[src/rtl/session_controller.sv]
`default_nettype none
// ============================================================================
// Module      : session_controller
// Description : Access-control sequencer for the number-matching game: drives
//               the password checker, counts failures, enforces lockout and
//               grants the adder datapath. Optional macro SESSION_TIMEOUT_EN
//               adds an inactivity timeout in GRANT.
// Revision    : 1.0 - initial release
// ============================================================================
module session_controller #(
    parameter int MAX_FAILS      = 3,
    parameter int FAIL_W         = 2,
    parameter int LOCK_CYCLES    = 1000,
    parameter int TIMEOUT_CYCLES = 5000,
    parameter int CNT_W          = 16
) (
    input  logic              clk,
    input  logic              rts,
    input  logic              enter,
    input  logic              auth_done,
    input  logic              auth_pass,
    input  logic              logout,
    output logic              auth_en,
    output logic              auth_clr,
    output logic              adder_en,
    output logic              adder_dis,
    output logic              locked,
    output logic [FAIL_W-1:0] fail_cnt,
    output logic [1:0]        state_dbg
);

    typedef enum logic [1:0] {
        S_IDLE  = 2'b00,
        S_AUTH  = 2'b01,
        S_GRANT = 2'b10,
        S_LOCK  = 2'b11
    } state_t;

    localparam logic [CNT_W-1:0]  c_lock_load    = CNT_W'(LOCK_CYCLES - 1);
    localparam logic [CNT_W-1:0]  c_timeout_load = CNT_W'(TIMEOUT_CYCLES - 1);
    localparam logic [FAIL_W-1:0] c_fail_max     = FAIL_W'(MAX_FAILS);
    localparam logic [FAIL_W:0]   c_fail_limit   = (FAIL_W+1)'(MAX_FAILS);

    state_t            r_state;
    logic [CNT_W-1:0]  r_cnt;
    logic [FAIL_W:0]   w_fail_next;

    // One extra bit so the compare against MAX_FAILS cannot wrap.
    assign w_fail_next = {1'b0, fail_cnt} + (FAIL_W+1)'(1);
    assign state_dbg   = r_state;

`ifndef SESSION_TIMEOUT_EN
    logic w_unused_enter;
    assign w_unused_enter = enter;
`endif

    always_ff @(negedge clk or negedge rts) begin
        if (!rts) begin
            r_state   <= S_IDLE;
            r_cnt     <= '0;
            auth_en   <= 1'b0;
            auth_clr  <= 1'b0;
            adder_en  <= 1'b0;
            adder_dis <= 1'b1;
            locked    <= 1'b0;
            fail_cnt  <= '0;
        end else begin
            auth_clr <= 1'b0;
            case (r_state)
                S_IDLE: begin
                    r_state  <= S_AUTH;
                    auth_en  <= 1'b1;
                    auth_clr <= 1'b1;
                    r_cnt    <= '0;
                end
                S_AUTH: begin
                    if (auth_done) begin
                        if (auth_pass) begin
                            r_state   <= S_GRANT;
                            auth_en   <= 1'b0;
                            adder_en  <= 1'b1;
                            adder_dis <= 1'b0;
                            fail_cnt  <= '0;
                            r_cnt     <= c_timeout_load;
                        end else if (w_fail_next < c_fail_limit) begin
                            fail_cnt <= w_fail_next[FAIL_W-1:0];
                            auth_clr <= 1'b1;
                        end else begin
                            r_state  <= S_LOCK;
                            auth_en  <= 1'b0;
                            locked   <= 1'b1;
                            fail_cnt <= c_fail_max;
                            r_cnt    <= c_lock_load;
                        end
                    end
                end
                S_LOCK: begin
                    if (r_cnt == '0) begin
                        r_state  <= S_IDLE;
                        locked   <= 1'b0;
                        fail_cnt <= '0;
                    end else begin
                        r_cnt <= r_cnt - CNT_W'(1);
                    end
                end
                S_GRANT: begin
`ifdef SESSION_TIMEOUT_EN
                    // enter on the expiry cycle keeps the session; logout always ends it.
                    if (logout || (!enter && r_cnt == '0)) begin
                        r_state   <= S_IDLE;
                        adder_en  <= 1'b0;
                        adder_dis <= 1'b1;
                        r_cnt     <= '0;
                    end else if (enter) begin
                        r_cnt <= c_timeout_load;
                    end else begin
                        r_cnt <= r_cnt - CNT_W'(1);
                    end
`else
                    if (logout) begin
                        r_state   <= S_IDLE;
                        adder_en  <= 1'b0;
                        adder_dis <= 1'b1;
                        r_cnt     <= '0;
                    end
`endif
                end
                default: r_state <= S_IDLE;
            endcase
        end
    end

endmodule
`default_nettype wire
[config.mk]
export PLATFORM = sky130hd
export DESIGN_NAME = session_controller
export DESIGN_NICKNAME = d
export VERILOG_FILES = /design/src/rtl/session_controller.sv
export SDC_FILE = /design/constraint.sdc
export NUM_CORES = 1
export LEC_CHECK = 0
export BUFFER_PORTS_ARGS = -buffer_cell sky130_fd_sc_hd__buf_2
export CAP_MARGIN = 0
export CORE_UTILIZATION = 37
export DETAILED_ROUTE_END_ITERATION = 10
export GPL_TIMING_DRIVEN = 0
export SLEW_MARGIN = 25
export SYNTH_ARGS = -nofsm -noshare
export SYNTH_HDL_FRONTEND = slang
export SYNTH_SLANG_ARGS = --single-unit
export TNS_END_PERCENT = 10
[constraint.sdc]
create_clock -name clk -period 1.8 [get_ports clk]
set_input_delay 0.45 -clock clk [delete_from_list [all_inputs] [get_ports clk]]
set_output_delay 0.45 -clock clk [all_outputs]
set_load 0.02 [all_outputs]
==> results of run 1 <==
## cell usage in the layout (no fill, tap or decap), types with 4 or more instances in the layout
master | netlist | routed
a21oi_1 | 12 | 11
o21ai_0 | 14 | 11
nor4_2 | 1 | 4
or3_1 | 5 | 5
buf_4 | 1 | 6
nand2_1 | 22 | 20
dfrtn_1 | 24 | 24
buf_6 | 0 | 13
inv_1 | 9 | 10
a31oi_1 | 7 | 6
nor2_1 | 8 | 7
## Yosys cell counts (all sizes together) (2+ instances only)
library cell and instances:
a21o 2, nand4 2, nor2 8, nor2b 2, o21ai 16, a21oi 12, buf 5, o2bb2ai 2
and2 2, inv 9, nor3b 2, nor3 4, o211ai 2, or2 2, o41ai 2, nand2 22
or3 5, a22o 4, dfrtn 24, or4 3, o31ai 2, a31oi 7, nand2b 3, nor4 6
## cell type report
cell class / instances / area [um2]
Clock inverter: 2 / 7.51
Clock buffer: 3 / 41.3
Tap cell: 48 / 60.1
Fill cell: 342 / 1800
Multi-Input combinational cell: 125 / 862
Buffer: 6 / 40.0
Timing Repair Buffer: 21 / 224
Inverter: 8 / 30.0
Sequential cell: 25 / 627
## through the flow
stage | utilization (%) | hold slack (ps)
final | 51.3 | 453
after CTS | 48.1 | 445
after detailed placement | 43.6 | 444
after floorplan | - | 401
after global placement | 43.6 | 426
after global routing | 51.3 | 497
## report_power, final
group          total [mW]  internal, mW  switching [mW]
Clock               0.340         0.156           0.184
Combinational        2.20         0.968            1.23
Sequential           1.05         0.811           0.241
## path summary, 6_finish.rpt
kind / endpoint / slack, ps / depth (start not counted)
setup / recovery: adder_dis / -520 / 1
setup reg to reg: r_cnt[2]$_DFFE_NN0P_ / -290 / 8
hold / removal: r_cnt[14]$_DFFE_NN0P_ / 450 / 1
min in group asynchronous: fail_cnt[0]$_DFFE_NN0P_ / 940 / 1
hold reg to reg: r_cnt[14]$_DFFE_NN0P_ / 450 / 1
max in group asynchronous: adder_dis$_DFFE_NN1P_ / 400 / 1
## registers in the layout, summed over array words and instances, names as in the netlist
register and cells:
r_cnt 16, fail_cnt 2, locked 1, state_dbg 2, adder_dis 1, auth_clr 1, adder_en 1, auth_en 1
## logic make-up (layout without fill, tap and decap cells)
group                    count (synthesis)  after routing  synth area share [%]
AO/OA/AOI/OAI                           58             58                  26.3
adder cells (fa/ha/maj)                  1              1                 0.866
buffers and inverters                   15             40                  4.42
flip-flops                              25             25                  43.4
multiplexers                             1              1                 0.693
AND/OR/NAND/NOR                         65             65                  24.3
## metal layers
metal | share of wire (%) | global-route usage, % | routed length, um | vias up
met3 | 4.3 | 2.11 | 163 | 5
met1 | 46 | 28.4 | 1760 | 681
met5 | 0 | 0 | 0 | -
li1 | - | - | - | 667
met2 | 48 | 30.4 | 1840 | 37
met4 | 1.4 | 7.50 | 53 | 0
## timing repair
action | in CTS | in global routing
endpoints found under the setup margin | 29 | 31
pin swaps | 3 | 7
setup buffers | 3 | 5
endpoints found under the hold margin | 0 | 0
gates cloned | 0 | 0
resized for setup | 29 | 22
==> flow_metrics.tcl, run 1 <==
set metrics [dict create \
    max_stage_delay_ps 520 \
    worstPathArrival_ps 1870 \
    vias 1390 \
    ant_nets 0 \
    antenna_found_initial 0 \
    cts_buffer_depth 2 \
    violations "negative setup slack" \
    dr.pass1.iters 4 \
    synth_area_leaders "dfrtn_1, nand2_1, o21ai_0" \
    skew_ps 51.7 \
    synth_ff_type "dfrtn_1" \
    syn_to_final_growth_pct 31.0 \
    p_leak_nw 0.819 \
    cap_violations 0 \
    synth_top_area_share_pct 41.6 \
    worstReg2RegStart "r_cnt[0]$_DFFE_NN0P_" \
    wire_per_inst_um 16.0 \
    fp.coreArea_um2 3690 \
    hold_buffers 0 \
    cp_top_family "flip-flops" \
    irDropWorstVdd_v 0.00105 \
    total_power_mw 3.59 \
    criticalPathCategory "register to output pin" \
    nNetsFinal 198 \
    worstPathCellList "buf_6" \
    hold_path.startpoint "r_cnt[14]$_DFFE_NN0P_" \
    synth_edf_count 0 \
    worstMarginPinSlew_ps 573 \
    tritoncts "done" \
    detailed_place.area_um2 1610 \
    cts_max_level 1 \
    diodes 0 \
    grt_overflow_total 0 \
    setup_viol_count_final 29 \
    place_inst 226 \
    slowest_stage "dfstp_2" \
    numPortBuffers 13 \
    ios 15 \
    hold_viol_final 0 \
    start_util_pct 39.1 \
    crit_required_ps 1350 \
    synth_top_area_cell "dfrtn_1" \
    stdcell_count 238 \
    clkSinkCount 25 \
    cp-end-kind "output pin" \
    hold_path_class "register to register" \
    ys.warnings.count 0 \
    die-area_um2 4160 \
    drive_above_1_share_pct 27.9 \
    finalWeightedCongestion 0.862 \
    setup_tns_ps -9070 \
    core.rowCount 22 \
    drt_iter0_drc 108 \
    rsz0062_at_grt "true" \
    seq_area_frac_synth_pct 43.4 \
    syn_area_um2 1440 \
    syn-mean-instance-area_um2 8.75 \
    stdcell_area_um2 1890 \
    p_per_area_nw_per_um2 1900 \
    die_y_um 64.5 \
    start_kind "register" \
    cts.clk_slew.worst_paths_ps 60 \
    maxSlewViolCount 0 \
    vias_per_cell 5.84 \
    grtUsageTotal_pct 19.8 \
    dp_slack_ps -852 \
    grt_pass1_wl_um 6330 \
    crit_start "adder_dis$_DFFE_NN1P_" \
    critPathBufInv 1 \
    syn_inst 165 \
    die_w_um 64.5 \
    max_slew_margin_pct 61.8 \
    critical_path.max_fanout 2 \
    wl_um 3820 \
    grt_pass1_vias 1296 \
    grt_max_degree 26 \
    syn-num-nets 172 \
    setup_slack_ps -516 \
    ys_types 49 \
    status "finished, violations left" \
    cts-buffers-inserted 3 \
    dp_hpwl_um 2630 \
    insertion_delay_ps 330 \
    ys_seq_elements 25 \
    synthArstFlopShare_pct 100 \
    cts_root_buf "clkbuf_8" \
    drc 0 \
]
Note: power is estimated with default switching activity, not from simulation.
==> run 2: changes to the inputs <==
--- a/config.mk
+++ b/config.mk
@@ -10,7 +10,7 @@
 export CORE_UTILIZATION = 37
 export DETAILED_ROUTE_END_ITERATION = 10
 export GPL_TIMING_DRIVEN = 0
-export SLEW_MARGIN = 25
+export PLACE_DENSITY = 0.57
 export SYNTH_ARGS = -nofsm -noshare
 export SYNTH_HDL_FRONTEND = slang
 export SYNTH_SLANG_ARGS = --single-unit
==> run 2 against run 1 <==
  * The run still ends with negative setup slack left
  * Clock skew is 3.5 ps higher
  * Via count rose by 1.6%
  * Cell count increased by 0.42%
  * Sequential share of layout area down 0.24 points
  * Combinational power is essentially flat
  * Critical endpoint unchanged
  * Worst setup slack got worse by 14 ps
  * Die area unchanged
  * Highest routed layer unchanged
  * Largest power group unchanged
  * Utilization rose by 0.37 points
  * Critical path depth unchanged
==> flow_metrics.tcl, run 2 (same netlist as run 1, synthesis figures left out) <==
set metrics [dict create \
    cap_violations 0 \
    criticalPathCategory "register to output pin" \
    worstMarginPinSlew_ps 560 \
    critical_path.max_fanout 2 \
    ios 15 \
    slowest_stage "dfstp_2" \
    max_stage_delay_ps 530 \
    skew_ps 55.2 \
    max_slew_margin_pct 62.7 \
    clkSinkCount 25 \
    maxSlewViolCount 0 \
    grtUsageTotal_pct 19.4 \
    drt_iter0_drc 150 \
    dp_hpwl_um 2620 \
    wl_um 3800 \
    cts_buffer_depth 2 \
    antenna_found_initial 0 \
    largest_reg_flops 16 \
    cts.clk_slew.worst_paths_ps 60 \
    wire_per_inst_um 15.9 \
    cts-buffers-inserted 3 \
    die_y_um 64.5 \
    dr.pass1.iters 5 \
    numPortBuffers 13 \
    whs_ps 444 \
    nNetsFinal 199 \
    violations "negative setup slack" \
    drive_above_1_share_pct 28.8 \
    final_common_cell "dfrtn_1" \
    die-area_um2 4160 \
    p_leak_nw 0.820 \
    worstPathArrival_ps 1880 \
    worstReg2RegStart "r_cnt[12]$_DFFE_NN0P_" \
    rsz0062_at_grt "true" \
    fp.coreArea_um2 3690 \
    place_inst 226 \
    grt_overflow_total 0 \
    setup_slack_ps -529 \
    grt_max_degree 26 \
    worstPathCellList "buf_6" \
    start_kind "register" \
    cts_max_level 1 \
    hold_buffers 0 \
    hold_path.startpoint "r_cnt[14]$_DFFE_NN0P_" \
    stdcell_count 239 \
    syn_to_final_growth_pct 32.0 \
    die_w_um 64.5 \
    hold_path_class "register to register" \
    setup_viol_count_final 29 \
    cp-end-kind "output pin" \
    setup_tns_ps -9160 \
    grt_pass1_wl_um 6440 \
    status "finished, violations left" \
    critPathBufInv 1 \
    p_per_area_nw_per_um2 1920 \
    fin_util_pct 51.7 \
    vias 1412 \
    start_util_pct 39.1 \
    regMostFlops "r_cnt" \
    core.rowCount 22 \
    crit_required_ps 1350 \
    finalWeightedCongestion 0.903 \
    drc 0 \
    ant_nets 0 \
    diodes 0 \
    layout_common_cells "dfrtn_1, nand2_1, buf_6" \
    tritoncts "done" \
    irDropWorstVdd_v 0.000892 \
    cts_root_buf "clkbuf_8" \
    vias_per_cell 5.91 \
    grt_pass1_vias 1409 \
    hold_viol_final 0 \
    crit_start "adder_dis$_DFFE_NN1P_" \
    cp_top_family "flip-flops" \
    insertion_delay_ps 330 \
]
[run 2: changes by cell type in the layout (fill, tap and decap cells not counted), sizes merged]
cell / change
inv: -1
buf: +1
clkinv: +1
[run 2: final timing paths]
kind	cells past startpoint	slack, ps	endpoint
worst max-delay path	1	-530	adder_dis
worst min-delay path	1	440	r_cnt[14]$_DFFE_NN0P_
worst max register to register	6	-130	r_cnt[2]$_DFFE_NN0P_
worst min register to register	1	440	r_cnt[14]$_DFFE_NN0P_
max in group asynchronous	1	420	adder_dis$_DFFE_NN1P_
min in group asynchronous	1	940	r_cnt[7]$_DFFE_NN0P_
[run 2: worst register-to-register path, stage by stage, from the launching register on]
cell and delay [ps]:
dfrtn_1 420, nor4_2 470, nand4_1 260, o21ai_4 280, buf_6 170, a21oi_2 40, o22a_1 150
[run 2: metrics by stage]
step,setup slack (ps),instance area [um2],power (mW)
floorplan,-526,1480,2.33
global placement,-792,1610,2.76
detailed placement,-798,1610,2.79
CTS,-525,1810,3.42
global route,-550,1910,3.91
finish,-529,1910,3.66
[run 2: power breakdown]
| group | internal [mW] | switching, mW |
|---|---|---|
| clock | 0.158 | 0.197 |
| sequential | 0.811 | 0.262 |
| combinational | 0.988 | 1.24 |
[run 2: what timing repair did]
item,in CTS,in global routing
pin swaps,6,8
endpoints found under the setup margin,30,31
cloned,0,0
resized for setup,38,17
setup buffers,5,4
[run 2: layout make-up]
cell class,instances,area [um2]
plain buffers,6,40.0
clock buffers,3,41.3
clock inverters,2,8.76
fillers,339,1780
inverters,8,30.0
multi-input cells,125,867
flip-flops and latches,25,627
well taps,48,60.1
repair buffers,22,231
[run 2: per-layer routing]
layer  global-route usage (%)  up-vias  routed length, um
met1                     25.7      693               1710
met5                        0        -                  0
met4                     6.67        0                 21
met2                     32.0       44               1910
li1                         -      671                  -
met3                     3.35        4                164
